<file path="config.mk">
export PLATFORM = sky130hd
export DESIGN_NAME = apb_slave_bank
export DESIGN_NICKNAME = d
export VERILOG_FILES = /design/src/rtl/apb_slave_bank.sv
export SDC_FILE = /design/constraint.sdc
export NUM_CORES = 2
export LEC_CHECK = 0
export CORE_MARGIN = 8
export CORE_UTILIZATION = 50
export CTS_BUF_LIST = sky130_fd_sc_hd__clkbuf_4
export CTS_CLUSTER_DIAMETER = 30
export CTS_CLUSTER_SIZE = 12
export DETAILED_ROUTE_END_ITERATION = 6
export PLACE_DENSITY = 0.66
export SLEW_MARGIN = 5
export SYNTH_ARGS = -nofsm -noshare
export SYNTH_HDL_FRONTEND = slang
export SYNTH_SLANG_ARGS = --single-unit
</file>
<file path="constraint.sdc">
create_clock -name clk -period 6.45 [get_ports clk]
set_input_delay 1.935 -clock clk [delete_from_list [all_inputs] [get_ports clk]]
set_output_delay 1.935 -clock clk [all_outputs]
set_load 0.02 [all_outputs]
</file>
<file path="src/rtl/apb_slave_bank.sv">
// apb_slave_bank: APB completer with four register-file slaves placed behind
// the AHB-to-APB bridge. It tracks each transfer through setup and access,
// performs register reads and writes, and flags bus protocol violations.
//
// Configuration macro: APB_SLV_ERRCNT_EN
//   defined   -> err_cnt is a saturating 8-bit violation counter
//   undefined -> err_cnt is tied to 8'h00 and no counter flops are built
//
// The FSM follows the bus one cycle behind. A transfer's setup cycle is
// sampled on the edge into P_SETUP, and its access cycle on the edge into
// P_ACCESS. Read data is therefore loaded on the SETUP->ACCESS edge and
// shown for the whole P_ACCESS cycle. A write commits on the edge leaving
// P_ACCESS, which is before any back-to-back setup can be followed by a
// read of the same register.

module apb_slave_bank #(
  parameter int NUM_REGS = 16,
  parameter int ADDR_LSB = 2
) (
  input  logic        clk,
  input  logic        Hresetn,
  input  logic [3:0]  Pselx,
  input  logic        Penable,
  input  logic        Pwrite,
  input  logic [31:0] Paddr,
  input  logic [31:0] Pwdata,
  output logic [31:0] Prdata,
  output logic        Perr,
  output logic [7:0]  err_cnt
);

  localparam int IDX_W = $clog2(NUM_REGS);

  typedef enum logic [1:0] {
    P_IDLE   = 2'd0,
    P_SETUP  = 2'd1,
    P_ACCESS = 2'd2
  } state_t;

  // True when exactly one select line is asserted.
  function automatic logic is_onehot4(input logic [3:0] v);
    logic [2:0] cnt;
    cnt = 3'd0;
    for (int i = 0; i < 4; i++) begin
      cnt = cnt + {2'b00, v[i]};
    end
    return (cnt == 3'd1);
  endfunction

  // Encode a one-hot slave select into a slave number.
  function automatic logic [1:0] sel_index(input logic [3:0] v);
    logic [1:0] r;
    case (v)
      4'b0001: r = 2'd0;
      4'b0010: r = 2'd1;
      4'b0100: r = 2'd2;
      4'b1000: r = 2'd3;
      default: r = 2'd0;
    endcase
    return r;
  endfunction

  state_t            state_q, state_d;
  logic [3:0]        sel_q;
  logic [IDX_W-1:0]  idx_q;
  logic              write_q;
  logic [31:0]       addr_q;
  logic [31:0]       wdata_q;
  logic [31:0]       prdata_q, prdata_d;
  logic              perr_q;
  logic [31:0]       regs_q [0:3][0:NUM_REGS-1];

  logic              onehot_s;
  logic              bus_idle_s;
  logic              start_s;
  logic              match_s;
  logic              viol_s;
  logic              capture_s;
  logic              load_rd_s;
  logic              wcap_s;
  logic              commit_s;
  logic [IDX_W-1:0]  idx_s;

  assign idx_s      = Paddr[ADDR_LSB +: IDX_W];
  assign onehot_s   = is_onehot4(Pselx);
  assign bus_idle_s = (Pselx == 4'b0000);
  assign start_s    = onehot_s && !Penable;
  assign match_s    = Penable && (Pselx == sel_q) && (Paddr == addr_q) &&
                      (Pwrite == write_q);

  // State register; an aborted transfer simply returns to idle on reset.
  always_ff @(posedge clk) begin
    if (!Hresetn) begin
      state_q <= P_IDLE;
    end else begin
      state_q <= state_d;
    end
  end

  // Next-state decode for the setup/access sequence.
  always_comb begin
    state_d = P_IDLE;
    case (state_q)
      P_IDLE: begin
        if (start_s) state_d = P_SETUP;
        else         state_d = P_IDLE;
      end
      P_SETUP: begin
        if (match_s) state_d = P_ACCESS;
        else         state_d = P_IDLE;
      end
      P_ACCESS: begin
        if (start_s) state_d = P_SETUP;
        else         state_d = P_IDLE;
      end
      default: state_d = P_IDLE;
    endcase
  end

  // Per-state strobes: violation, capture, read load, write capture/commit.
  always_comb begin
    viol_s    = 1'b0;
    capture_s = 1'b0;
    load_rd_s = 1'b0;
    wcap_s    = 1'b0;
    commit_s  = 1'b0;
    case (state_q)
      P_IDLE: begin
        capture_s = start_s;
        viol_s    = !start_s && !bus_idle_s;
      end
      P_SETUP: begin
        viol_s    = !match_s;
        load_rd_s = match_s && !write_q;
        wcap_s    = match_s && write_q;
      end
      P_ACCESS: begin
        commit_s  = write_q;
        capture_s = start_s;
        viol_s    = !start_s && !bus_idle_s;
      end
      default: begin
        viol_s = 1'b0;
      end
    endcase
  end

  // Read data is the addressed register on the SETUP->ACCESS edge, else zero.
  always_comb begin
    prdata_d = 32'h0000_0000;
    if (load_rd_s) begin
      prdata_d = regs_q[sel_index(sel_q)][idx_q];
    end else begin
      prdata_d = 32'h0000_0000;
    end
  end

  // Transfer capture registers and registered outputs.
  always_ff @(posedge clk) begin
    if (!Hresetn) begin
      sel_q    <= 4'b0000;
      idx_q    <= '0;
      write_q  <= 1'b0;
      addr_q   <= 32'h0000_0000;
      wdata_q  <= 32'h0000_0000;
      prdata_q <= 32'h0000_0000;
      perr_q   <= 1'b0;
    end else begin
      if (capture_s) begin
        sel_q   <= Pselx;
        idx_q   <= idx_s;
        write_q <= Pwrite;
        addr_q  <= Paddr;
      end
      if (wcap_s) begin
        wdata_q <= Pwdata;
      end
      prdata_q <= prdata_d;
      perr_q   <= viol_s;
    end
  end

  // Register file; a write lands on the edge leaving the access phase.
  always_ff @(posedge clk) begin
    if (!Hresetn) begin
      for (int s = 0; s < 4; s++) begin
        for (int r = 0; r < NUM_REGS; r++) begin
          regs_q[s][r] <= 32'h0000_0000;
        end
      end
    end else if (commit_s) begin
      regs_q[sel_index(sel_q)][idx_q] <= wdata_q;
    end
  end

  assign Prdata = prdata_q;
  assign Perr   = perr_q;

`ifdef APB_SLV_ERRCNT_EN
  logic [7:0] err_cnt_q, err_cnt_d;

  // Saturating violation count; holds at 255.
  always_comb begin
    err_cnt_d = err_cnt_q;
    if (viol_s && (err_cnt_q != 8'hFF)) begin
      err_cnt_d = err_cnt_q + 8'd1;
    end else begin
      err_cnt_d = err_cnt_q;
    end
  end

  // Violation counter register.
  always_ff @(posedge clk) begin
    if (!Hresetn) begin
      err_cnt_q <= 8'h00;
    end else begin
      err_cnt_q <= err_cnt_d;
    end
  end

  assign err_cnt = err_cnt_q;
`else
  assign err_cnt = 8'h00;
`endif

endmodule

</file>
==> results.tsv <==
metric	value	unit
status	finished, final reports clean	
syn_area_per_cell	13.7	sq um
h-tree-depth	5	
whs	471	ps
ys.warnings.count	0	
yosys.area.top_type	edfxtp_1	
dp_hpwl	158	mm
placed_cells	9255	
powerDensity	288	nW/um^2
worst_ep_arrival_time	5950	ps
nets	7243	
rows	162	
drt-pass1-iter-count	5	
wl	275	mm
leakage	0.0397	uW
reg2reg_setup_slack	1720	ps
p_int	23700	uW
tightest_slew	1310	ps
path_depth	9	
synth_flop_cell	edfxtp_1	
wl_per_cell	27.3	um
synthArstFlopShare	0	%
crit_path_top_delay_cell	o31ai_1	
clockBufferDepth	4	
cap_violations	0	
cts_setup_buffers	0	
comb_power_share	7.9	%
portBuffers	104	
cts_hold_buffers	0	
slowest_delay	760	ps
ys_types	45	
grt_max_degree	106	
worst-path-buf-inv	3	
ir_drop	0.144	mV
finClkSkew	109	ps
ys_seq_area_share	65.4	%
dieArea	209000	sq um
chipHeight	457	um
final_antenna_net_count	0	
finalHoldViolCount	0	
p_switching	7670	uW
setup_violations	0	
whs_path_depth	2	
grt_overflow_total	0	
finalPower	31400	uW
initialDrtViolationCount	6503	
syn_area	97200	sq um
cp_max_fo	62	
drive_above_1_share	15.6	%
worstPathRequired	7670	ps
drc	0	
criticalPathCategory	reg2reg	
gp_congestion	0.828	
max_freq	212	MHz
fin_crit_sh	73.3	%
period_minus_slack	4730	ps
cts.reportedPaths.clkPinSlew	90	ps
hold_class	reg2reg	
grt_pass1_wl	398	mm
cts_buffers	452	
critPathMostFrequentCell	buf_4	
timing.final.ws_setup	1720	ps
rsz0062_at_grt	no	
clkLatencyLatePin	1420	ps
crit_chain	or4b_4 > buf_4 > nand2_4 > nand2_4 > buf_4 > buf_4 > o22ai_1 > o31ai_1 > a41oi_1	
synth_cells	7077	
tns	0	ps
antenna_found_initial	20	
ys_seq_elements	2152	
fin_cells	10100	
start_util	50.1	%
p_clk_share	40.8	%
cts_tree	yes	
synth_edf_count	2048	
final_cell_mix	and2_1 (2052), edfxtp_1 (2048), mux2i_1 (1024), clkbuf_4 (510), o22ai_1 (256)	
ctsRootBufferMaster	clkbuf_4	
drt-vias-per-instance	5.87	
vias	59200	
critPathLaunchType	register	
cts.sinks	2152	
synth_area_leaders	edfxtp_1 (63%), and2_1 (13%), mux2i_1 (11%), dfxtp_1 (2.1%), clkbuf_1 (2.1%)	
cp_top_family	simple AND/OR/NAND/NOR gates	
relSlewSlack	12.1	%
io_pins	113	
placeableCoreArea	194000	sq um
grtUsageTotal	25.5	%
drv_slew	0	
die_w	457	um
grt_pass1_vias	58800	
syn2layout_area_growth	12.0	%
post_cts_resize_count	0	
final_common_cell	and2_1	
critPathCaptureType	register	
pre_cts_slack	1170	ps
power_switching_share	24.5	%
reg2reg_depth	9	
pwr-share-seq	51.3	%
synthDominantCellAreaShare	63.3	%
## worst min-delay path: cells and delay by family (launching register included)
family	cells	cell delay, ps
simple gates	1	50
compound gates	1	50
flops	1	320
## layout make-up
cell class	count	area, sq um
diodes	10	25.0
clock buffers	510	3830
clock inverters	312	3510
fillers	15500	85100
inverters	8	31.3
multi-input cells	4201	31500
flip-flops and latches	2152	63600
well taps	2542	3180
repair buffers	352	3090
## final timing paths
check / from / end
worst min register to register: addr_q[21]$_SDFFE_PN0P_ / addr_q[21]$_SDFFE_PN0P_
worst max-delay path: sel_q[3]$_SDFFE_PN0P_ / Prdata[14]$_SDFF_PN0_
worst max register to register: sel_q[3]$_SDFFE_PN0P_ / Prdata[14]$_SDFF_PN0_
worst min-delay path: addr_q[21]$_SDFFE_PN0P_ / addr_q[21]$_SDFFE_PN0P_
## state kept, by name (all words and copies together) (netlist names)
register  flops
sel_q         4
idx_q         3
Perr          1
state_q       2
write_q       1
addr_q       29
wdata_q      32
regs_q     2048
Prdata       32
## cell usage after synthesis, types with 2 or more instances
master    instances
o21ai_0          97
ha_1              3
a41oi_1          32
buf_2           107
dfxtp_1         104
o31ai_1         128
nor2_1           71
clkbuf_1        535
mux2i_1        1024
o22a_1          128
nand2b_1          2
a21oi_1          70
xor2_1            3
inv_1             8
buf_1            32
o221ai_1        128
nand3_1          36
xnor2_1          34
nand4_1           9
edfxtp_1       2048
nor4_2            2
o22ai_1         256
nor2b_1           6
and2_1         2052
buf_6            14
buf_4            34
nor4b_1           2
nand2_1          95
## kinds of logic (layout without fill, tap and decap cells)
kind of cell / count (synthesis) / in the layout / share of synthesized area (%)
compound gates: 841 / 841 / 6.11
xor+xnor: 37 / 37 / 0.333
fa+ha+maj: 4 / 4 / 0.0592
buf+inv: 731 / 1182 / 3.21
flops: 2152 / 2152 / 65.4
mux: 1024 / 1024 / 10.5
other cells: 1 / 18 / 0.00386
simple gates: 2287 / 2287 / 14.3
## per-layer routing
metal / vias up / wire length (um) / global-route usage (%)
met5: - / 44 / 0
met4: 6 / 9240 / 8.97
met3: 459 / 25600 / 5.14
met2: 2609 / 128000 / 40.5
met1: 30000 / 113000 / 35.1
li1: 26200 / - / -
## power groups by stage
stage	combinational [uW]	clock, uW	sequential (uW)
floorplan	1520	0	16400
global placement	2440	0	16400
detailed placement	2460	0	16400
CTS	2460	12900	16100
global route	2590	13600	16200
finish	2480	12800	16100
## stage by stage
| stage | util [%] | instance area (sq um) |
|---|---|---|
| final | 56.1 | 109000 |
| after global routing | 56.1 | 109000 |
| after CTS | 56.1 | 109000 |
| after detailed placement | 52.3 | 101000 |
| after global placement | 52.3 | 101000 |
| after floorplan | - | 97200 |
Power figures use the tool's default switching activity.
